==> src/rtl/keypad_pkg.sv <==
// Shared types and default sizing for the keypad word controller slice.
package keypad_pkg;

  localparam int DEFAULT_KEY_W   = 4;
  localparam int DEFAULT_LEN_W   = 3;
  localparam int DEFAULT_MAX_LEN = 7;

  typedef enum logic [2:0] {
    IDLE       = 3'd0,
    PRESS_DB   = 3'd1,
    ACCEPT     = 3'd2,
    HOLD       = 3'd3,
    RELEASE_DB = 3'd4
  } kp_state_e;

  typedef enum logic {
    LETTER_ACTION = 1'b0,
    STAR_ACTION   = 1'b1
  } kp_action_e;

endpackage

==> src/rtl/keypad_word_controller_if.sv <==
// Keypad lines in, letter-buffer and word-commit signals out.
interface keypad_word_controller_if
  import keypad_pkg::*;
#(
  parameter int KEY_W = DEFAULT_KEY_W,
  parameter int LEN_W = DEFAULT_LEN_W
);

  logic             key_pressed;
  logic             is_star_pressed;
  logic [KEY_W-1:0] key_code;
  logic             letter_we;
  logic [LEN_W-1:0] letter_addr;
  logic [KEY_W-1:0] letter_data;
  logic [LEN_W-1:0] word_len;
  logic             word_valid;
  logic [LEN_W-1:0] word_len_out;
  logic             overflow;
  logic             busy;

  // The controller side: consumes keypad lines, produces buffer/commit signals.
  modport master (
    input  key_pressed, is_star_pressed, key_code,
    output letter_we, letter_addr, letter_data,
    output word_len, word_valid, word_len_out, overflow, busy
  );

  modport slave (
    output key_pressed, is_star_pressed, key_code,
    input  letter_we, letter_addr, letter_data,
    input  word_len, word_valid, word_len_out, overflow, busy
  );

endinterface

==> src/rtl/key_debouncer.sv <==
// Two-flop synchronisers plus press/release debounce FSM; emits one accept
// pulse per clean press together with the latched action and key code.
module key_debouncer
  import keypad_pkg::*;
#(
  parameter int KEY_W           = DEFAULT_KEY_W,
  parameter int DEBOUNCE_CYCLES = 4,
  parameter int DB_CNT_W        = 8
) (
  input  logic             clk,
  input  logic             reset,
  input  logic             key_pressed,
  input  logic             is_star_pressed,
  input  logic [KEY_W-1:0] key_code,
  output logic             accept,
  output kp_action_e       acc_action,
  output logic [KEY_W-1:0] acc_code,
  output logic             busy
);

  localparam logic [DB_CNT_W-1:0] DB_N   = DB_CNT_W'(DEBOUNCE_CYCLES);
  localparam logic [DB_CNT_W-1:0] DB_ONE = DB_CNT_W'(1);

  logic             key_p0, key_p1;
  logic             star_p0, star_p1;
  logic [KEY_W-1:0] code_p0, code_p1;
  logic             raw_s;

  kp_state_e           state, state_nx;
  logic [DB_CNT_W-1:0] db_cnt, cnt_nx;
  logic                latch_en;

  // Stage p0 -> p1: metastability guard on every raw keypad line
  always_ff @(posedge clk) begin
    if (reset) begin
      key_p0  <= 1'b0;
      key_p1  <= 1'b0;
      star_p0 <= 1'b0;
      star_p1 <= 1'b0;
      code_p0 <= '0;
      code_p1 <= '0;
    end else begin
      key_p0  <= key_pressed;
      key_p1  <= key_p0;
      star_p0 <= is_star_pressed;
      star_p1 <= star_p0;
      code_p0 <= key_code;
      code_p1 <= code_p0;
    end
  end

  assign raw_s = key_p1 | star_p1;

  always_ff @(posedge clk) begin
    if (reset) begin
      state  <= IDLE;
      db_cnt <= '0;
    end else begin
      state  <= state_nx;
      db_cnt <= cnt_nx;
    end
  end

  always_comb begin
    state_nx = state;
    cnt_nx   = db_cnt;
    unique case (state)
      IDLE: begin
        if (raw_s) begin
          state_nx = PRESS_DB;
          cnt_nx   = DB_ONE;
        end
      end
      PRESS_DB: begin
        if (!raw_s)               state_nx = IDLE;
        else if (db_cnt == DB_N)  state_nx = ACCEPT;
        else                      cnt_nx   = db_cnt + 1'b1;
      end
      ACCEPT: state_nx = HOLD;
      HOLD: begin
        if (!raw_s) begin
          state_nx = RELEASE_DB;
          cnt_nx   = DB_ONE;
        end
      end
      RELEASE_DB: begin
        // Any high sample goes back to HOLD, so a held key never repeats
        if (raw_s)                state_nx = HOLD;
        else if (db_cnt == DB_N)  state_nx = IDLE;
        else                      cnt_nx   = db_cnt + 1'b1;
      end
      default: state_nx = IDLE;
    endcase
  end

  always_comb begin
    accept   = (state == ACCEPT);
    busy     = (state != IDLE);
    latch_en = (state == PRESS_DB) && raw_s && (db_cnt == DB_N);
  end

  // Star takes priority when both lines are high at the latch point
  always_ff @(posedge clk) begin
    if (reset) begin
      acc_action <= LETTER_ACTION;
      acc_code   <= '0;
    end else if (latch_en) begin
      acc_action <= star_p1 ? STAR_ACTION : LETTER_ACTION;
      acc_code   <= code_p1;
    end
  end

endmodule

==> src/rtl/keypad_word_controller.sv <==
// Keypad front end: debounced presses become letter writes or word commits,
// with a saturating word length and a sticky overflow flag.
module keypad_word_controller
  import keypad_pkg::*;
#(
  parameter int KEY_W           = DEFAULT_KEY_W,
  parameter int MAX_LEN         = DEFAULT_MAX_LEN,
  parameter int LEN_W           = DEFAULT_LEN_W,
  parameter int DEBOUNCE_CYCLES = 4,
  parameter int DB_CNT_W        = 8
) (
  input logic clk,
  input logic reset,
  keypad_word_controller_if.master bus
);

  localparam logic [LEN_W-1:0] MAX_LEN_L = LEN_W'(MAX_LEN);

  logic             accept;
  kp_action_e       acc_action;
  logic [KEY_W-1:0] acc_code;
  logic             busy;

  logic             letter_we_p0;
  logic [LEN_W-1:0] letter_addr_p0;
  logic [KEY_W-1:0] letter_data_p0;
  logic [LEN_W-1:0] word_len;
  logic             word_valid_p0;
  logic [LEN_W-1:0] word_len_out;
  logic             overflow;

  function automatic logic [LEN_W-1:0] sat_inc(input logic [LEN_W-1:0] v);
    return (v >= MAX_LEN_L) ? v : v + 1'b1;
  endfunction

  key_debouncer #(
    .KEY_W           (KEY_W),
    .DEBOUNCE_CYCLES (DEBOUNCE_CYCLES),
    .DB_CNT_W        (DB_CNT_W)
  ) u_debouncer (
    .clk             (clk),
    .reset           (reset),
    .key_pressed     (bus.key_pressed),
    .is_star_pressed (bus.is_star_pressed),
    .key_code        (bus.key_code),
    .accept          (accept),
    .acc_action      (acc_action),
    .acc_code        (acc_code),
    .busy            (busy)
  );

  // Stage p0: the accept cycle resolves into registered strobes and state
  always_ff @(posedge clk) begin
    if (reset) begin
      letter_we_p0   <= 1'b0;
      letter_addr_p0 <= '0;
      letter_data_p0 <= '0;
      word_len       <= '0;
      word_valid_p0  <= 1'b0;
      word_len_out   <= '0;
      overflow       <= 1'b0;
    end else begin
      letter_we_p0  <= 1'b0;
      word_valid_p0 <= 1'b0;
      if (accept) begin
        if (acc_action == STAR_ACTION) begin
          overflow <= 1'b0;
          if (word_len != '0) begin
            word_valid_p0 <= 1'b1;
            word_len_out  <= word_len;
            word_len      <= '0;
          end
        end else if (word_len < MAX_LEN_L) begin
          letter_we_p0   <= 1'b1;
          letter_addr_p0 <= word_len;
          letter_data_p0 <= acc_code;
          word_len       <= sat_inc(word_len);
        end else begin
          overflow <= 1'b1;
        end
      end
    end
  end

  assign bus.letter_we    = letter_we_p0;
  assign bus.letter_addr  = letter_addr_p0;
  assign bus.letter_data  = letter_data_p0;
  assign bus.word_len     = word_len;
  assign bus.word_valid   = word_valid_p0;
  assign bus.word_len_out = word_len_out;
  assign bus.overflow     = overflow;
  assign bus.busy         = busy;

endmodule
==> src/flat_wrapper.sv <==
// flat-port wrapper written by rule: the top's interface ports become plain ports
module keypad_word_controller_flat import keypad_pkg::*;
#(
  parameter int KEY_W           = DEFAULT_KEY_W,
  parameter int MAX_LEN         = DEFAULT_MAX_LEN,
  parameter int LEN_W           = DEFAULT_LEN_W,
  parameter int DEBOUNCE_CYCLES = 4,
  parameter int DB_CNT_W        = 8
)
  (clk, reset, bus_key_pressed, bus_is_star_pressed, bus_key_code, bus_letter_we, bus_letter_addr, bus_letter_data, bus_word_len, bus_word_valid, bus_word_len_out, bus_overflow, bus_busy);
  keypad_word_controller_if #(.KEY_W(KEY_W), .LEN_W(LEN_W)) bus_i ();
  input logic clk;
  input logic reset;
  input wire logic [$bits(bus_i.key_pressed)-1:0] bus_key_pressed;
  input wire logic [$bits(bus_i.is_star_pressed)-1:0] bus_is_star_pressed;
  input wire logic [$bits(bus_i.key_code)-1:0] bus_key_code;
  output wire logic [$bits(bus_i.letter_we)-1:0] bus_letter_we;
  output wire logic [$bits(bus_i.letter_addr)-1:0] bus_letter_addr;
  output wire logic [$bits(bus_i.letter_data)-1:0] bus_letter_data;
  output wire logic [$bits(bus_i.word_len)-1:0] bus_word_len;
  output wire logic [$bits(bus_i.word_valid)-1:0] bus_word_valid;
  output wire logic [$bits(bus_i.word_len_out)-1:0] bus_word_len_out;
  output wire logic [$bits(bus_i.overflow)-1:0] bus_overflow;
  output wire logic [$bits(bus_i.busy)-1:0] bus_busy;
  assign bus_i.key_pressed = bus_key_pressed;
  assign bus_i.is_star_pressed = bus_is_star_pressed;
  assign bus_i.key_code = bus_key_code;
  assign bus_letter_we = bus_i.letter_we;
  assign bus_letter_addr = bus_i.letter_addr;
  assign bus_letter_data = bus_i.letter_data;
  assign bus_word_len = bus_i.word_len;
  assign bus_word_valid = bus_i.word_valid;
  assign bus_word_len_out = bus_i.word_len_out;
  assign bus_overflow = bus_i.overflow;
  assign bus_busy = bus_i.busy;
  keypad_word_controller #(.KEY_W(KEY_W), .MAX_LEN(MAX_LEN), .LEN_W(LEN_W), .DEBOUNCE_CYCLES(DEBOUNCE_CYCLES), .DB_CNT_W(DB_CNT_W)) u_core (.clk(clk), .reset(reset), .bus(bus_i));
endmodule
==> config.mk <==
export PLATFORM = sky130hd
export DESIGN_NAME = keypad_word_controller_flat
export DESIGN_NICKNAME = d
export VERILOG_FILES = /design/src/rtl/keypad_pkg.sv /design/src/rtl/keypad_word_controller_if.sv /design/src/rtl/key_debouncer.sv /design/src/rtl/keypad_word_controller.sv /design/src/flat_wrapper.sv
export SDC_FILE = /design/constraint.sdc
export NUM_CORES = 1
export LEC_CHECK = 0
export CORE_MARGIN = 4
export CORE_UTILIZATION = 39
export DETAILED_ROUTE_END_ITERATION = 12
export GPL_ROUTABILITY_DRIVEN = 0
export GPL_TIMING_DRIVEN = 0
export MAX_ROUTING_LAYER = met4
export PLACE_DENSITY = 0.63
export SYNTH_ARGS = -nofsm -noshare
export SYNTH_HDL_FRONTEND = slang
export SYNTH_SLANG_ARGS = --single-unit
==> constraint.sdc <==
create_clock -name clk -period 2 [get_ports clk]
set_input_delay 0.4 -clock clk [delete_from_list [all_inputs] [get_ports clk]]
set_output_delay 0.4 -clock clk [all_outputs]
set_load 0.02 [all_outputs]
==> impl_metrics.ini <==
[run_status]
outcome = completed

[timing]
whs_ps = 441
setup_viol = 0
max_clock_freq_ghz = 0.526
relSlewSlack_pct = 47.2
finalSetupTns_ps = 0
finalClockSkew_ps = 4.01
drv_slew = 0
post-route-period-util_pct = 95.1
fin_crit_ps = 1900
rsz0062_at_grt = false
tightestPinTransition_ps = 786
finalHoldViolations = 0

[clock_network]
clk_latency_ps = 290
cts_made_buffers = 5
cts.reportedPaths.clkPinSlew_ps = 90
cts_sinks = 44
tritoncts = yes
root_buffer = clkbuf_8
postCtsHoldBufs = 0
clk_path_buf_depth = 2
htree_num_levels = 2

[pwr]
ir_drop_mv = 0.483
power_leakage_uw = 0.000898
powerDensity_nw_per_um2 = 705

[setup_path]
crit_end = u_core.u_debouncer.db_cnt[1]
crit_path_start = u_core.u_debouncer.db_cnt[0]
r2r_start = u_core.u_debouncer.db_cnt[0]
end_kind = register
arrival_ps = 2090
worstSetupStartpointType = register
crit_buf_inv = 2
critical_path_class = reg -> reg
r2r_cells = 7
cp_top_family = simple AND/OR/NAND/NOR gates
ff2ff_setup_slack_ps = 100
path_cells = inv_2 -> ha_2 -> or4b_4 -> o211ai_1 -> buf_4 -> nand3_1 -> mux2i_1
cp_max_fo = 3
slowest_stage = or4b_4
r2r_end = u_core.u_debouncer.db_cnt[1]
critical_path.max_stage_delay_ps = 500
worst-path-stages = 7
cp.required_ps = 2190

[floorplan]
die_h_um = 78.2
core-area_um2 = 4750
dieWidth_um = 78.2
fp-row-count = 25
io_pins = 25
dieArea_um2 = 6110
initial_utilization_pct = 40.4

[cells_and_area]
mostFrequentLayoutCells = dfxtp_1, clkdlybuf4s50_1, nor2_1
layout_commonest_cell = dfxtp_1
nets = 252
drive_above_1_share_pct = 13.8
final_core_util_pct = 51.3
fin_area_um2 = 2440
diodes = 0
fin_cells = 307
area_delta_synth_final_pct = 27.1

[detailed_routing]
postRouteAntennaNets = 0
drc = 0
dr.pass1.iters = 4
wirelength_mm = 3.92
vias = 1607
wire_per_inst_um = 12.8
viasPerCell = 5.23
drt-initial-drc-count = 69

[yosys]
synthArstFlopShare_pct = 0
yosysUniqueCellTypes = 42
syn_avg_cell_area_um2 = 9.41
yosys_warnings = 0
synth_cells = 204
yosys_most_used_dff = dfxtp_1
yosysSeqAreaShare_pct = 45.9
synth_edf_count = 0
syn_nets = 217
syn-cell-area_um2 = 1920
yosys_register_bits = 44

[hold_path]
min_path_type = reg -> reg
min_path_cells = 1

[global_route]
overflow = 0
grt_pass1_vias = 1396
grt_max_degree = 16
antenna_found_initial = 0
groute.usage.overall_pct = 13.6
grt_pass1_wl_mm = 6.54

[placed_design]
hpwl_mm = 2.68
portBuffers = 24
placed_area_um2 = 2240
dp.cells = 295

[flow_run]
drv_cap = 0
[flip-flops by register name, indices dropped and copies added, names as in the netlist, 3 cells and up]
| signal | flops |
|---|---|
| u_core.u_debouncer.acc_code | 4 |
| u_core.u_debouncer.code_p0 | 4 |
| u_core.bus.word_len_out | 3 |
| u_core.bus.letter_addr | 3 |
| u_core.u_debouncer.db_cnt | 8 |
| u_core.bus.word_len | 3 |
| u_core.u_debouncer.state | 3 |
| u_core.u_debouncer.code_p1 | 4 |
| u_core.bus.letter_data | 4 |
[area by class of cell]
type	instances	area [um2]
Tap cell	67	83.8
Clock inverter	3	46.3
Inverter	5	18.8
Buffer	8	36.3
Multi-Input combinational cell	147	1030
Sequential cell	44	886
Fill cell	465	2320
Clock buffer	5	68.8
Timing Repair Buffer	28	269
[cell families after synthesis]
kind of cell | Yosys count | share of synthesized area (%)
XOR/XNOR | 1 | 0.456
flip-flops | 44 | 45.9
AND/OR/NAND/NOR | 82 | 25.6
AO/OA/AOI/OAI | 46 | 15.5
adder cells (fa/ha/maj) | 5 | 3.26
multiplexers | 13 | 6.85
buffers and inverters | 13 | 2.54
[how the worst min path moves through the flow]
stage | startpoint | to | slack [ps]
floorplan | u_core.u_debouncer.code_p0[0] | u_core.u_debouncer.code_p1[0] | 410
global placement | u_core.u_debouncer.star_p0 | u_core.u_debouncer.star_p1 | 420
detailed placement | u_core.u_debouncer.code_p0[3] | u_core.u_debouncer.code_p1[3] | 430
CTS | u_core.u_debouncer.code_p0[3] | u_core.u_debouncer.code_p1[3] | 450
global route | u_core.u_debouncer.code_p0[2] | u_core.u_debouncer.code_p1[2] | 470
finish | u_core.u_debouncer.star_p0 | u_core.u_debouncer.star_p1 | 440
[metrics by stage]
step	worst slack, ps	total power (uW)
2_1_floorplan	122	996
3_3_place_gp	-290	1030
3_5_place_dp	-293	1030
4_1_cts	14.7	1720
5_1_grt	4.01	1790
6_report	97.1	1720
[repair_timing]
| item | in CTS | in global routing |
|---|---|---|
| pin swaps | 1 | 4 |
| buffers inserted | 0 | 4 |
| endpoints found under the setup margin | 20 | 21 |
| resized for setup | 6 | 14 |
[power breakdown]
| part | leakage, uW | internal (uW) | switching, uW | total, uW |
|---|---|---|---|---|
| Clock | 0.0000548 | 376 | 318 | 694 |
| Combinational | 0.000484 | 58.7 | 67.7 | 126 |
| Sequential | 0.000359 | 891 | 8.82 | 900 |
[synth_stat cells (3+ instances only)]
library cell | count | area (um2)
inv_1 | 5 | 18.8
clkbuf_1 | 7 | 26.3
o21ai_0 | 6 | 30.0
nand2_1 | 11 | 41.3
nor2b_1 | 14 | 87.6
nor2_1 | 19 | 71.3
o21bai_1 | 3 | 22.5
a21oi_1 | 9 | 45.0
a31oi_1 | 15 | 93.8
nand3_1 | 9 | 45.0
a41oi_1 | 3 | 26.3
nand2b_1 | 6 | 37.5
nor3_1 | 4 | 20.0
dfxtp_1 | 44 | 881
ha_1 | 5 | 62.6
mux2i_1 | 12 | 120
[routing by layer]
| layer | track usage (%) | vias to the layer above | share of wire, % |
|---|---|---|---|
| li1 | - | 814 | - |
| met1 | 17.2 | 751 | 50 |
| met2 | 21.4 | 33 | 45 |
| met3 | 3.21 | 9 | 3.9 |
| met4 | 4.72 | 0 | 1.6 |
| met5 | - | - | 0 |
Note: power is estimated with default switching activity, not from simulation.
